File: src/rtl/hdk_monitor_mc.sv
// Multi-channel req/ack handshake monitor: flags early, late and spurious acks per channel.
// Optional concurrent assertions/covers compiled when HDK_MON_SVA_EN is defined.
module hdk_monitor_mc #(
  parameter int NCH     = 4,
  parameter int MIN_LAT = 1,
  parameter int MAX_LAT = 4,
  parameter int CNT_W   = 8
) (
  input  logic                                 clk,
  input  logic                                 reset_n,
  input  logic [NCH-1:0]                       req,
  input  logic [NCH-1:0]                       ack,
  input  logic                                 clr,
  output logic [NCH-1:0]                       hdk_err,
  output logic [NCH-1:0]                       err_pulse,
  output logic                                 err_any,
  output logic [CNT_W-1:0]                     err_cnt,
  output logic [((NCH > 1) ? $clog2(NCH) : 1)-1:0] first_err_ch,
  output logic [1:0]                           first_err_type
);

  localparam int FW = (NCH > 1) ? $clog2(NCH) : 1;
  localparam int PW = $clog2(NCH + 1);
  localparam int SW = CNT_W + PW + 1;

  localparam logic [7:0] MIN_L = 8'(MIN_LAT);
  localparam logic [7:0] MAX_L = 8'(MAX_LAT);

  localparam logic [1:0] ET_NONE    = 2'b00;
  localparam logic [1:0] ET_TIMEOUT = 2'b01;
  localparam logic [1:0] ET_EARLY   = 2'b10;
  localparam logic [1:0] ET_SPUR    = 2'b11;

  if (NCH < 1 || MIN_LAT < 1 || MAX_LAT < MIN_LAT || MAX_LAT > 255) begin : g_bad_param
    $fatal(1, "hdk_monitor_mc: illegal parameters NCH=%0d MIN_LAT=%0d MAX_LAT=%0d",
           NCH, MIN_LAT, MAX_LAT);
  end

  typedef enum logic {
    IDLE = 1'b0,
    WAIT = 1'b1
  } state_t;

  function automatic logic [PW-1:0] popcount(input logic [NCH-1:0] v);
    logic [PW-1:0] n;
    n = '0;
    for (int i = 0; i < NCH; i++) begin
      n = n + PW'(v[i]);
    end
    return n;
  endfunction

  function automatic logic [CNT_W-1:0] sat_add(input logic [CNT_W-1:0] a,
                                               input logic [PW-1:0]    b);
    logic [SW-1:0] s;
    logic [SW-1:0] lim;
    s   = SW'(a) + SW'(b);
    lim = SW'({CNT_W{1'b1}});
    if (s > lim) begin
      return {CNT_W{1'b1}};
    end
    return s[CNT_W-1:0];
  endfunction

  state_t     state_p0 [NCH];
  logic [7:0] lat_p0   [NCH];
  state_t     state_nx [NCH];
  logic [7:0] lat_nx   [NCH];
  logic [1:0] etype    [NCH];
  logic [NCH-1:0] new_err;
  logic [PW-1:0]  new_cnt;
  logic [FW-1:0]  cand_ch;
  logic [1:0]     cand_type;

  // Stage 0: per-channel handshake FSMs and error classification
  always_comb begin
    for (int i = 0; i < NCH; i++) begin
      state_nx[i] = state_p0[i];
      lat_nx[i]   = lat_p0[i];
      etype[i]    = ET_NONE;
      case (state_p0[i])
        IDLE: begin
          if (ack[i]) begin
            etype[i] = ET_SPUR;
          end else if (req[i]) begin
            state_nx[i] = WAIT;
            lat_nx[i]   = 8'd1;
          end
        end
        WAIT: begin
          if (ack[i]) begin
            if (lat_p0[i] < MIN_L) begin
              etype[i]    = ET_EARLY;
              state_nx[i] = IDLE;
            end else if (req[i]) begin
              lat_nx[i] = 8'd1;
            end else begin
              state_nx[i] = IDLE;
            end
          end else if (lat_p0[i] >= MAX_L) begin
            etype[i]    = ET_TIMEOUT;
            state_nx[i] = IDLE;
          end else begin
            lat_nx[i] = lat_p0[i] + 8'd1;
          end
        end
        default: begin
          state_nx[i] = IDLE;
        end
      endcase
    end
  end

  always_comb begin
    new_err   = '0;
    cand_ch   = '0;
    cand_type = ET_NONE;
    for (int i = 0; i < NCH; i++) begin
      new_err[i] = |etype[i];
    end
    // Scan downward so the lowest erroring channel wins
    for (int i = NCH - 1; i >= 0; i--) begin
      if (new_err[i]) begin
        cand_ch   = FW'(i);
        cand_type = etype[i];
      end
    end
    new_cnt = popcount(new_err);
  end

  always_ff @(posedge clk) begin
    if (!reset_n) begin
      for (int i = 0; i < NCH; i++) begin
        state_p0[i] <= IDLE;
        lat_p0[i]   <= 8'd0;
      end
    end else begin
      for (int i = 0; i < NCH; i++) begin
        state_p0[i] <= state_nx[i];
        lat_p0[i]   <= lat_nx[i];
      end
    end
  end

  // Stage 1: registered error reporting
  always_ff @(posedge clk) begin
    if (!reset_n) begin
      hdk_err        <= '0;
      err_pulse      <= '0;
      err_cnt        <= '0;
      first_err_ch   <= '0;
      first_err_type <= ET_NONE;
    end else if (clr) begin
      // Errors seen on the clearing edge start the new record
      hdk_err        <= new_err;
      err_pulse      <= new_err;
      err_cnt        <= sat_add('0, new_cnt);
      first_err_ch   <= cand_ch;
      first_err_type <= cand_type;
    end else begin
      hdk_err   <= hdk_err | new_err;
      err_pulse <= new_err;
      err_cnt   <= sat_add(err_cnt, new_cnt);
      if (first_err_type == ET_NONE && |new_err) begin
        first_err_ch   <= cand_ch;
        first_err_type <= cand_type;
      end
    end
  end

  assign err_any = |hdk_err;

`ifdef HDK_MON_SVA_EN
  for (genvar g = 0; g < NCH; g++) begin : g_sva
    logic pass_now;
    assign pass_now = (state_p0[g] == WAIT) && ack[g] &&
                      (lat_p0[g] >= MIN_L) && (lat_p0[g] <= MAX_L);

    a_resp_window: assert property (@(posedge clk) disable iff (!reset_n)
      (state_p0[g] == IDLE && req[g] && !ack[g]) |-> ##[MIN_LAT:MAX_LAT] ack[g])
      else $error("%m: ch %0d ack missing from latency window, ack=%b", g, $sampled(ack[g]));

    a_no_stray_ack: assert property (@(posedge clk) disable iff (!reset_n)
      ack[g] |-> (state_p0[g] == WAIT))
      else $error("%m: ch %0d ack outside WAIT, ack=%b", g, $sampled(ack[g]));

    a_err_sticky: assert property (@(posedge clk) disable iff (!reset_n)
      $fell(hdk_err[g]) |-> $past(clr))
      else $error("%m: ch %0d hdk_err fell without clr, ack=%b", g, $sampled(ack[g]));

    c_timeout: cover property (@(posedge clk) disable iff (!reset_n) etype[g] == ET_TIMEOUT);
    c_early:   cover property (@(posedge clk) disable iff (!reset_n) etype[g] == ET_EARLY);
    c_spur:    cover property (@(posedge clk) disable iff (!reset_n) etype[g] == ET_SPUR);
    c_b2b:     cover property (@(posedge clk) disable iff (!reset_n)
      (pass_now && req[g]) ##1 pass_now);
  end
`endif

endmodule

File: config.mk
export PLATFORM = sky130hd
export DESIGN_NAME = hdk_monitor_mc
export DESIGN_NICKNAME = d
export VERILOG_FILES = /design/src/rtl/hdk_monitor_mc.sv
export SDC_FILE = /design/constraint.sdc
export NUM_CORES = 1
export LEC_CHECK = 0
export BUFFER_PORTS_ARGS = -buffer_cell sky130_fd_sc_hd__buf_2
export CORE_ASPECT_RATIO = 2
export CORE_MARGIN = 2
export CORE_UTILIZATION = 25
export CTS_CLUSTER_SIZE = 14
export DETAILED_ROUTE_END_ITERATION = 7
export SKIP_CTS_REPAIR_TIMING = 1
export SYNTH_ARGS = -nofsm -noshare
export SYNTH_HDL_FRONTEND = slang
export SYNTH_SLANG_ARGS = --single-unit
File: constraint.sdc
create_clock -name clk -period 3.6 [get_ports clk]
set_clock_uncertainty 0.1 [all_clocks]
set_input_delay 0.36 -clock clk [delete_from_list [all_inputs] [get_ports clk]]
set_output_delay 0.36 -clock clk [all_outputs]
set_load 0.05 [all_outputs]
# After elaboration in Yosys (flattened, before gate mapping)
# Memory sizes are Yosys's and may differ from the RTL's.
# Index checks and enable logic that the tools add are counted.
op_classes:
  addsub: 8
  n_lt_le_gt_ge: 10
  bitwise: 13
  n_div: 0
  reduce_logical: 9
  shifts: 0
  mux: 102
  mul: 0
  eq_ne: 0
op_table:
  columns: ["op", "n"]
  rows:
  - ["two-way mux 8 bit", 29]
  - ["case mux 8 bit (2 select lines)", 4]
  - ["two-way mux 2 bit", 24]
  - ["two-way mux 1 bit", 36]
  - ["adder 8 x 1 -> 8 bit (second input constant)", 4]
  - ["greater-or-equal comparator 8 x 3 -> 1 bit (second input constant)", 4]
  - ["less-than comparator 8 x 1 -> 1 bit (second input constant)", 4]
  - ["case mux 2 bit (2 select lines)", 4]
  - ["adder 8 x 3 -> 9 bit", 1]
  - ["greater-than comparator 9 x 8 -> 1 bit (second input constant)", 1]
  - ["greater-than comparator 3 x 8 -> 1 bit (second input constant)", 1]
  - ["bitwise OR 1 bit", 8]
  - ["case mux 1 bit (2 select lines)", 4]
  - ["OR reduction 2 bit", 4]
  - ["OR reduction 8 bit", 1]
  - ["two-way mux 4 bit", 1]
  - ["inverter 1 bit", 4]
  - ["bitwise OR 4 bit", 1]
  - ["OR reduction 4 bit", 1]
  - ["adder 2 x 1 -> 3 bit", 1]
  - ["adder 3 x 1 -> 3 bit", 1]
  - ["adder 1 x 1 -> 2 bit", 1]
  - ["logical NOT 2 bit", 1]
  - ["nonzero test 2 bit", 1]
  - ["logical AND 1 bit", 1]
word_totals:
  inputBits: 11
  wordCells: 149
  mem_count: 2
  latchBits: 0
  regBits: 20
  ram_bits: 36
  output_inout_bits: 21
  romBits: 0
memory_table:
  columns: ["memory", "depth", "width", "read_ports", "rd_ports_with_merged_regs", "write_ports", "line_no", "text"]
  rows:
  - ["lat_p0", 4, 8, 4, 0, 4, "66", "logic [7:0] lat_p0 [NCH];"]
  - ["state_p0", 4, 1, 4, 0, 4, "65", "state_t state_p0 [NCH];"]

# Longest topological paths before layout
# Gate-level depths: netlist of the first run.
# An unclocked memory read counts as a cell.
logic_depth:
  ltp_word: 16
  ltp_mapped: 15
  mapped_depth_nobuf: 14

# Least setup slack after synthesis of the first run
# OpenSTA, ideal clock, no wires.
synth_path:
  kind: "reg-to-reg"
  start: "mem lat_p0[0][2]"
  end: "reg err_cnt[5]"
  setup_ns: 0.070
  period_less_slack_ns: 3.260
  required_time_ns: 3.430
  path_buffers: 1
  slack_ns: 0.340
  stages_incl_launch_ff: 15
  t_arrival_ns: 3.090
  cell_sequence: "dfxtp_1 > nor4_1 > and3_1 > o21a_2 > buf_12 > xor2_1 > ha_1 > ha_1 > ha_1 > ha_1 > a21o_1 > a21oi_1 > nor2_1 > xnor2_1 > a21oi_1"
synth_lines:
  columns: ["element", "line_no", "text"]
  rows:
  - ["start, declared", "66", null]
  - ["end signal, assigned", "157", "err_cnt <= sat_add('0, new_cnt);"]
  - ["end signal, assigned", "163", "err_cnt <= sat_add(err_cnt, new_cnt);"]
  - ["end, declared", "17", "output logic [CNT_W-1:0] err_cnt,"]

==> results of run 1 <==
==> synth_stat cells, types with 2 or more instances <==
library cell	n	area, sq um
sky130_fd_sc_hd__buf_6	2	22.5
sky130_fd_sc_hd__o21ai_1	2	10.0
sky130_fd_sc_hd__xor2_1	2	17.5
sky130_fd_sc_hd__and2b_2	3	26.3
sky130_fd_sc_hd__a22o_1	2	17.5
sky130_fd_sc_hd__xnor2_1	3	26.3
sky130_fd_sc_hd__nor3_1	6	30.0
sky130_fd_sc_hd__o21bai_1	2	15.0
sky130_fd_sc_hd__clkbuf_1	2	7.51
sky130_fd_sc_hd__o21ai_0	12	60.1
sky130_fd_sc_hd__o22ai_1	4	25.0
sky130_fd_sc_hd__a22oi_1	6	45.0
sky130_fd_sc_hd__o211ai_1	2	15.0
sky130_fd_sc_hd__inv_1	14	52.6
sky130_fd_sc_hd__a21oi_1	21	105
sky130_fd_sc_hd__and3_1	6	37.5
sky130_fd_sc_hd__a21o_1	6	45.0
sky130_fd_sc_hd__nor4_2	2	25.0
sky130_fd_sc_hd__nand2_1	21	78.8
sky130_fd_sc_hd__nand3_1	5	25.0
sky130_fd_sc_hd__a41oi_1	2	17.5
sky130_fd_sc_hd__nor2b_1	3	18.8
sky130_fd_sc_hd__a211oi_1	4	30.0
sky130_fd_sc_hd__ha_1	18	225
sky130_fd_sc_hd__nand2b_1	5	31.3
sky130_fd_sc_hd__nor2_1	45	169
sky130_fd_sc_hd__and2_1	13	81.3
sky130_fd_sc_hd__a31oi_1	5	31.3
sky130_fd_sc_hd__dfxtp_1	56	1120
sky130_fd_sc_hd__nand4_1	4	25.0
sky130_fd_sc_hd__nand3b_1	3	22.5
sky130_fd_sc_hd__o31ai_1	4	30.0
==> power by group <==
group	switching, mW	total [mW]	leakage [nW]	internal, mW
Clock	0.215	0.474	0.0671	0.260
Sequential	0.0253	0.674	0.457	0.649
Combinational	0.205	0.312	0.797	0.107
==> sequential cells by signal, summed over array words and instances (netlist names) <==
signal	cells
err_cnt	8
err_pulse	4
first_err_ch	2
first_err_type	2
hdk_err	4
lat_p0	32
state_p0	4
==> routing by layer <==
layer  vias to the layer above  routed length, um  track usage, %
met5                         -                  0               0
met4                         0                 76            3.30
met3                         6                291            2.07
met2                        53               2230            14.7
met1                       999               2770            13.8
li1                       1152                  -               -
==> metrics by stage <==
| stage | setup WS, ns | utilization (%) | hold slack [ns] | total power [mW] |
|---|---|---|---|---|
| floorplan | 0.340 | - | 0.308 | 0.927 |
| global placement | 0.227 | 28.1 | 0.321 | 0.995 |
| detailed placement | 0.163 | 28.1 | 0.326 | 0.997 |
| CTS | 0.135 | 29.4 | 0.182 | 1.48 |
| global route | 0.00293 | 29.6 | 0.190 | 1.54 |
| finish | 0.286 | 29.6 | 0.187 | 1.46 |
==> cell type report <==
type                       count  area [sq um]
clock buffer                   6           129
clock inverter                 2          16.3
fill                        1146          7560
inverter                      15          56.3
multi-input combinational    230          1500
sequential                    56          1120
tap                          140           175
timing repair buffer          35           185
==> cells by family (layout without fill, tap and decap cells) <==
| kind of cell | count (synthesis) | in the layout |
|---|---|---|
| simple gates | 124 | 124 |
| compound gates | 81 | 81 |
| flops | 56 | 56 |
| buf+inv | 21 | 58 |
| fa+ha+maj | 19 | 19 |
| xor+xnor | 5 | 5 |
| mux | 1 | 1 |
==> final timing paths <==
check / from / endpoint / slack [ns] / cells after the start
max: lat_p0[1][0] / err_cnt[2] / 0.29 / 14
max reg2reg: lat_p0[1][0] / err_cnt[2] / 0.29 / 14
min: req[1] / lat_p0[1][6] / 0.19 / 2
min reg2reg: lat_p0[1][5] / lat_p0[1][5] / 0.33 / 2
==> cells in the final DEF (no fill, tap or decap), types with 6 or more instances in the layout <==
| cell | netlist | final |
|---|---|---|
| sky130_fd_sc_hd__inv_1 | 14 | 14 |
| sky130_fd_sc_hd__and3_1 | 6 | 6 |
| sky130_fd_sc_hd__buf_2 | 0 | 31 |
| sky130_fd_sc_hd__dfxtp_1 | 56 | 56 |
| sky130_fd_sc_hd__nand2_1 | 21 | 21 |
| sky130_fd_sc_hd__o21ai_0 | 12 | 12 |
| sky130_fd_sc_hd__a21oi_1 | 21 | 20 |
| sky130_fd_sc_hd__and2_1 | 13 | 13 |
| sky130_fd_sc_hd__nor2_1 | 45 | 45 |
| sky130_fd_sc_hd__ha_1 | 18 | 18 |
| sky130_fd_sc_hd__a21o_1 | 6 | 6 |
| sky130_fd_sc_hd__a22oi_1 | 6 | 6 |
| sky130_fd_sc_hd__nor3_1 | 6 | 6 |
==> run summary, run 1 <==
Clock tree synthesis found a total of 56 sinks. The worst-case IR drop observed on VDD is 0.203 mV. The routed design could run at a clock period as short as 3.31 ns. Ratio of cells with drive above 1 in the final layout: 16.9%. By area, the combinational part of the netlist is dominated by simple AND/OR/NAND/NOR gates. The tightest min-delay check is of the in2reg type. Entering global routing, the biggest net connects 28 pins. After the first detailed-routing iteration, the DRC count stood at 111. The mux contribution to synthesized area was 0.367%. Once placement finished, the instance area stood at 0.00302 sq mm. The critical path is of the reg2reg type.

The slowest stage of the critical path is the sky130_fd_sc_hd__dfxtp_1 cell. The run gives 302 MHz as the timing-limited maximum frequency. The number of buffer and inverter stages on the critical path works out to 2. Clock tree synthesis inserted a total of 5 buffers. The horizontal die dimension is 77.8 um, and the top-level port count is 32. The floorplan step set the die height to 152 um. The HPWL after detailed placement was 3940 um; the number of port buffers was 31.

STA classifies the critical path endpoint as a flip-flop. Setup violations remaining at the end of the flow were counted as 0. Clock-pin slew was measured on the worst setup and hold paths at 0.07 ns. Initial standard-cell utilization of the core: 25.4%. STA classifies the critical path startpoint as a flip-flop. The number of design rule violations left after detail routing came out at 0. The area fraction in compound gates after synthesis is 19.5%. Global routing consumed, over all layers together, 9.75% of the routing resources.

In the synthesized netlist the async set-or-reset flop fraction comes to 0%. For the number of placed cells counting well taps, the log shows 476. The congestion estimate from routability-driven global placement came to 0.759. The final non-filler cell area came out at 0.00318 sq mm.

Synthesis produced a netlist whose cell count is 307. Relative area change from synthesis to final layout: 16.7%. Yosys mapped a number of flops with a built-in enable equal to 0. Setup repair after global routing left no endpoint under its margin.

The via count normalized by instance count came out at 4.57. The via count is 2210, and the post-detailed-routing wire length is 5370 um. In this run the power density over the cells is 459 mW/mm^2.

After global routing the overflow that remains totals 0. The run finished with clean final reports. In the synthesized netlist the dominant register cell turns out to be sky130_fd_sc_hd__dfxtp_1. The remaining max-slew budget at the tightest pin was 61.9%; the worst-margin pin slew was 0.568 ns. When the netlist entered floorplanning its net count stood at 337. Traced cell by cell, the critical path runs through inv_1, ha_1, a41oi_1, buf_4, nand2_4, xor2_1, ha_1, ha_1, ha_1, fa_1, a21oi_2, nor3b_1, nand3_1, a31oi_1.

The run gives 41.1% as the sequential area share after synthesis. The max-slew violation count was 0; the area share of and/or/nand/nor cells after synthesis was 23.8%. The number of levels the H-tree was split into was 2; the insertion delay to the later sink of the worst-skew pair was 0.29 ns. The highest cell delay on the worst timing path works out to 0.37 ns. CTS placed an instance of sky130_fd_sc_hd__clkbuf_16 at the clock tree root.

After detailed routing, the average wire length per cell comes to 11.1 um. Count of cell types in the netlist: 54. TritonCTS built the clock tree. The logs give 0 for the count of max-cap constraint violations and 0 ns for the sum of negative setup slack. The number of optimization iterations in the first detailed-route pass was 4.

The via count of the first global-routing pass is 2073. The synthesized netlist devotes 9.00% of its cell area to adder and majority cells. At the worst endpoint, the required time is 3.72 ns. In this run the deepest clock path goes through 2 buffers. In this run, synthesis produced a sequential element count of 56.

The run gives 3.43 ns as the data arrival time at the worst-slack endpoint. In the finished design, the share of the clock period the worst path needs comes to 92.0%. The most repeated library cell on the critical path is sky130_fd_sc_hd__ha_1. Along the worst path, the maximum fanout reaches 7. Initial antenna violation count: 0. Cell type group with the largest total delay on the critical path: adder cells. For the net total in the final layout, the log shows 373.

For this design the static power due to leakage is 1.32 nW. The placeable core area was 0.0107 sq mm. The die covers 0.0118 sq mm. The cell area that synthesis handed to floorplanning was 0.00273 sq mm.

The mean instance size in the synthesized netlist was 8.88 sq um; the wire length of the first global-routing pass was 9580 um. The final number of hold-violating endpoints is 0, and the remaining antenna violation count is 0. For the antenna diode count, the log shows 0. After floorplanning, the core was divided into 54 placement rows. The XOR/XNOR share of the synthesized area was 1.61%. The number of warnings printed during yosys synthesis is 0, and the final instance count without filler cells is 484.
(Power assumes the default switching activity.)
==> run 2: changes to the inputs <==
--- a/config.mk
+++ b/config.mk
@@ -6,11 +6,14 @@
 export NUM_CORES = 1
 export LEC_CHECK = 0
 export BUFFER_PORTS_ARGS = -buffer_cell sky130_fd_sc_hd__buf_2
+export CELL_PAD_IN_SITES_DETAIL_PLACEMENT = 1
+export CELL_PAD_IN_SITES_GLOBAL_PLACEMENT = 2
 export CORE_ASPECT_RATIO = 2
 export CORE_MARGIN = 2
 export CORE_UTILIZATION = 25
 export CTS_CLUSTER_SIZE = 14
 export DETAILED_ROUTE_END_ITERATION = 7
+export PLACE_DENSITY_LB_ADDON = 0.1
 export SKIP_CTS_REPAIR_TIMING = 1
 export SYNTH_ARGS = -nofsm -noshare
 export SYNTH_HDL_FRONTEND = slang
==> run summary, run 2 (synthesis gave the netlist of run 1 again) <==
The most numerous cell type found on the critical path is sky130_fd_sc_hd__ha_1. The peak supply drop came out at 0.216 mV (+5.9%). The initial antenna violation count came out at 0 (unchanged).

Master of the slowest instance on the critical path: sky130_fd_sc_hd__fa_1. The insertion delay to the later sink of the worst-skew pair is 0.30 ns (about the same), and the number of buffer and inverter stages on the critical path is 1 (-1). The worst-margin pin slew works out to 0.655 ns (+0.0862 ns). Root buffer cell: sky130_fd_sc_hd__clkbuf_16.

Compared with the post-synthesis result, the final layout area differs by 18.9%. The tools report the placeable core area as 0.0107 sq mm (unchanged). The utilization after layout was 30.2% (+0.57 points).

The register ranked first by flip-flop count was lat_p0. For the net total in the final layout, the log shows 379 (+1.6%). The via count normalized by instance count came out at 4.71 (+3.1%).

The per-cell routed wire length works out to 14.5 um (+30%). The run gives 2435 (+17%) as the via count of the first global-routing pass. The final hold slack was 0.173 ns (-0.0140 ns). The number of flip-flops in the largest register is 32 (unchanged), and the sequential standard cell area is 0.00112 sq mm (unchanged).

The logs give 12200 um (+27%) for the wire length of the first global-routing pass and 22.5% (+7.8 points) for the met2 usage. The number of sinks handled by clock tree synthesis was 56 (unchanged); the minimum period implied by the final worst setup slack was 3.37 ns (+0.0542 ns). Type of the worst setup path: reg2reg.

The pin count of the biggest net entering global routing is 27 (-3.6%). The number of optimization iterations in the first detailed-route pass was 3 (-1); the global routing usage summed across all routing layers was 13.0% (+3.3 points). Ratio of cells with drive above 1 in the final layout: 19.2% (+2.3 points). Final worst-path setup slack: 0.232 ns (-0.0542 ns). The run gives 5410 um (+37%) as the HPWL after detailed placement. The logs give 15.8% (+2.0 points) for the fraction of met1 tracks used by global routing and 2 (unchanged) for the number of levels the H-tree was split into.

For the antenna diode count, the log shows 0 (unchanged). Setup repair after global routing left no endpoint under its margin. The required time of the critical path is 3.68 ns (-0.04 ns), and the violation count after the first detailed-route iteration is 57 (-49%).

Highest cell delay on the worst timing path: 0.46 ns (+0.09 ns). The tools report the max-slew violation count as 0 (unchanged). The class of the tightest hold or removal check is in2reg. The power density over cell area is 457 mW/mm^2 (-0.57%). The share of the clock period used by the worst path after layout is 93.6% (+1.5 points), and the TritonCTS buffer count is 5 (unchanged).

In the layout the commonest cells are 56 x sky130_fd_sc_hd__dfxtp_1, 45 x sky130_fd_sc_hd__nor2_1, 31 x sky130_fd_sc_hd__buf_2. For the timing-limited maximum frequency, the log shows 297 MHz (-1.6%). The global routing's busiest layer is met2.

The aggregate global routing overflow was 0 (unchanged). The logs give 0.00152 sq mm (+1.8%) for the area taken by multi-input logic gates and 0 ns (unchanged) for the sum of negative setup slack. For the count of standard-cell rows, the log shows 54 (unchanged). The leakage power total is 1.36 nW (+2.6%).

The floorplan die area came out at 0.0118 sq mm (unchanged). The tools report the total of endpoints with negative setup slack in the final report as 0 (unchanged). The floorplan die height came out at 152 um (unchanged).

The remaining antenna violation count came out at 0 (unchanged). The leading cell type in the layout, fill and taps excluded was sky130_fd_sc_hd__dfxtp_1. For the routability-driven placement congestion ratio, the log shows 0.817 (+7.5%).

For the top-level port count, the log shows 32 (unchanged). The tools report the number of design rule violations left after detail routing as 0 (unchanged). The logs give 7070 um (+32%) for the post-detailed-routing wire length and 0 (unchanged) for the final number of hold-violating endpoints. TritonCTS built the clock tree.

The count of max-cap constraint violations is 0 (unchanged), and the number of port buffers is 31 (unchanged). The flow ran to the end, and the final reports show no timing, DRC or antenna violations. The maximum buffer depth of the clock tree is 2 (unchanged). The post-place setup slack was 0.0216 ns (-0.142 ns). STA classifies the critical path startpoint as a flip-flop.

The initial standard-cell utilization of the core was 25.4% (unchanged); the maximum net fanout on the critical path was 5 (-2). The via count was 2303 (+4.2%). Walking the worst path, the cells encountered are inv_1, ha_1, a41oi_1, a21bo_1, ha_1, ha_1, ha_1, fa_1, a21oi_2, o21ai_0, nor3_1, nor3_1. The met3 capacity usage during global routing was 2.25% (+0.18 points). The cell type group with the largest total delay on the critical path is adder cells.

The largest registers in the layout are lat_p0 x32, err_cnt x8. The horizontal die dimension works out to 77.8 um (unchanged). The endpoint type of the worst setup path was a flip-flop.

The run gives 1289 (+12%) as the fill cell instance count of the final layout. The remaining max-slew budget at the tightest pin was 56.4% (-5.5 points). The clock transition at the register clock pins on the worst setup and hold paths after CTS was 0.07 ns (about the same); the data arrival time at the worst-slack endpoint was 3.45 ns (+0.02 ns).
run 2: final cells by class:
class	instances	share of cell area, %
clock buffer	6	3.98
clock inverter	1	0.154
inverter	15	1.74
multi-input combinational	230	47.0
sequential	56	34.6
tap	140	5.41
timing repair buffer	41	7.10
run 2: final timing paths:
check          startpoint           end  slack [ns]  cells past startpoint
max          lat_p0[3][0]    err_cnt[7]        0.23                     12
min                req[1]  lat_p0[1][6]        0.17                      2
min reg2reg  lat_p0[1][6]  lat_p0[1][6]        0.33                      2
max reg2reg  lat_p0[3][0]    err_cnt[7]        0.23                     12
run 2: power breakdown:
group          internal, mW  switching, mW
combinational         0.117          0.220
sequential            0.649         0.0249
clock                 0.254          0.216
total                  1.02          0.461
run 2: metal layers:
metal	vias to the layer above	wire [um]
li1	1161	-
met1	1106	3180
met2	28	3550
met3	8	190
met4	0	146
met5	-	0
run 2: stage by stage:
| stage | std cells | power [mW] | area, sq um |
|---|---|---|---|
| 5_1_grt | 489 | 1.58 | 3240 |
| 3_5_place_dp | 482 | 1.02 | 3060 |
| 3_3_place_gp | 482 | 1.01 | 3060 |
| 2_1_floorplan | 307 | 0.927 | 2730 |
| 4_1_cts | 489 | 1.51 | 3200 |
| 6_report | 489 | 1.48 | 3240 |
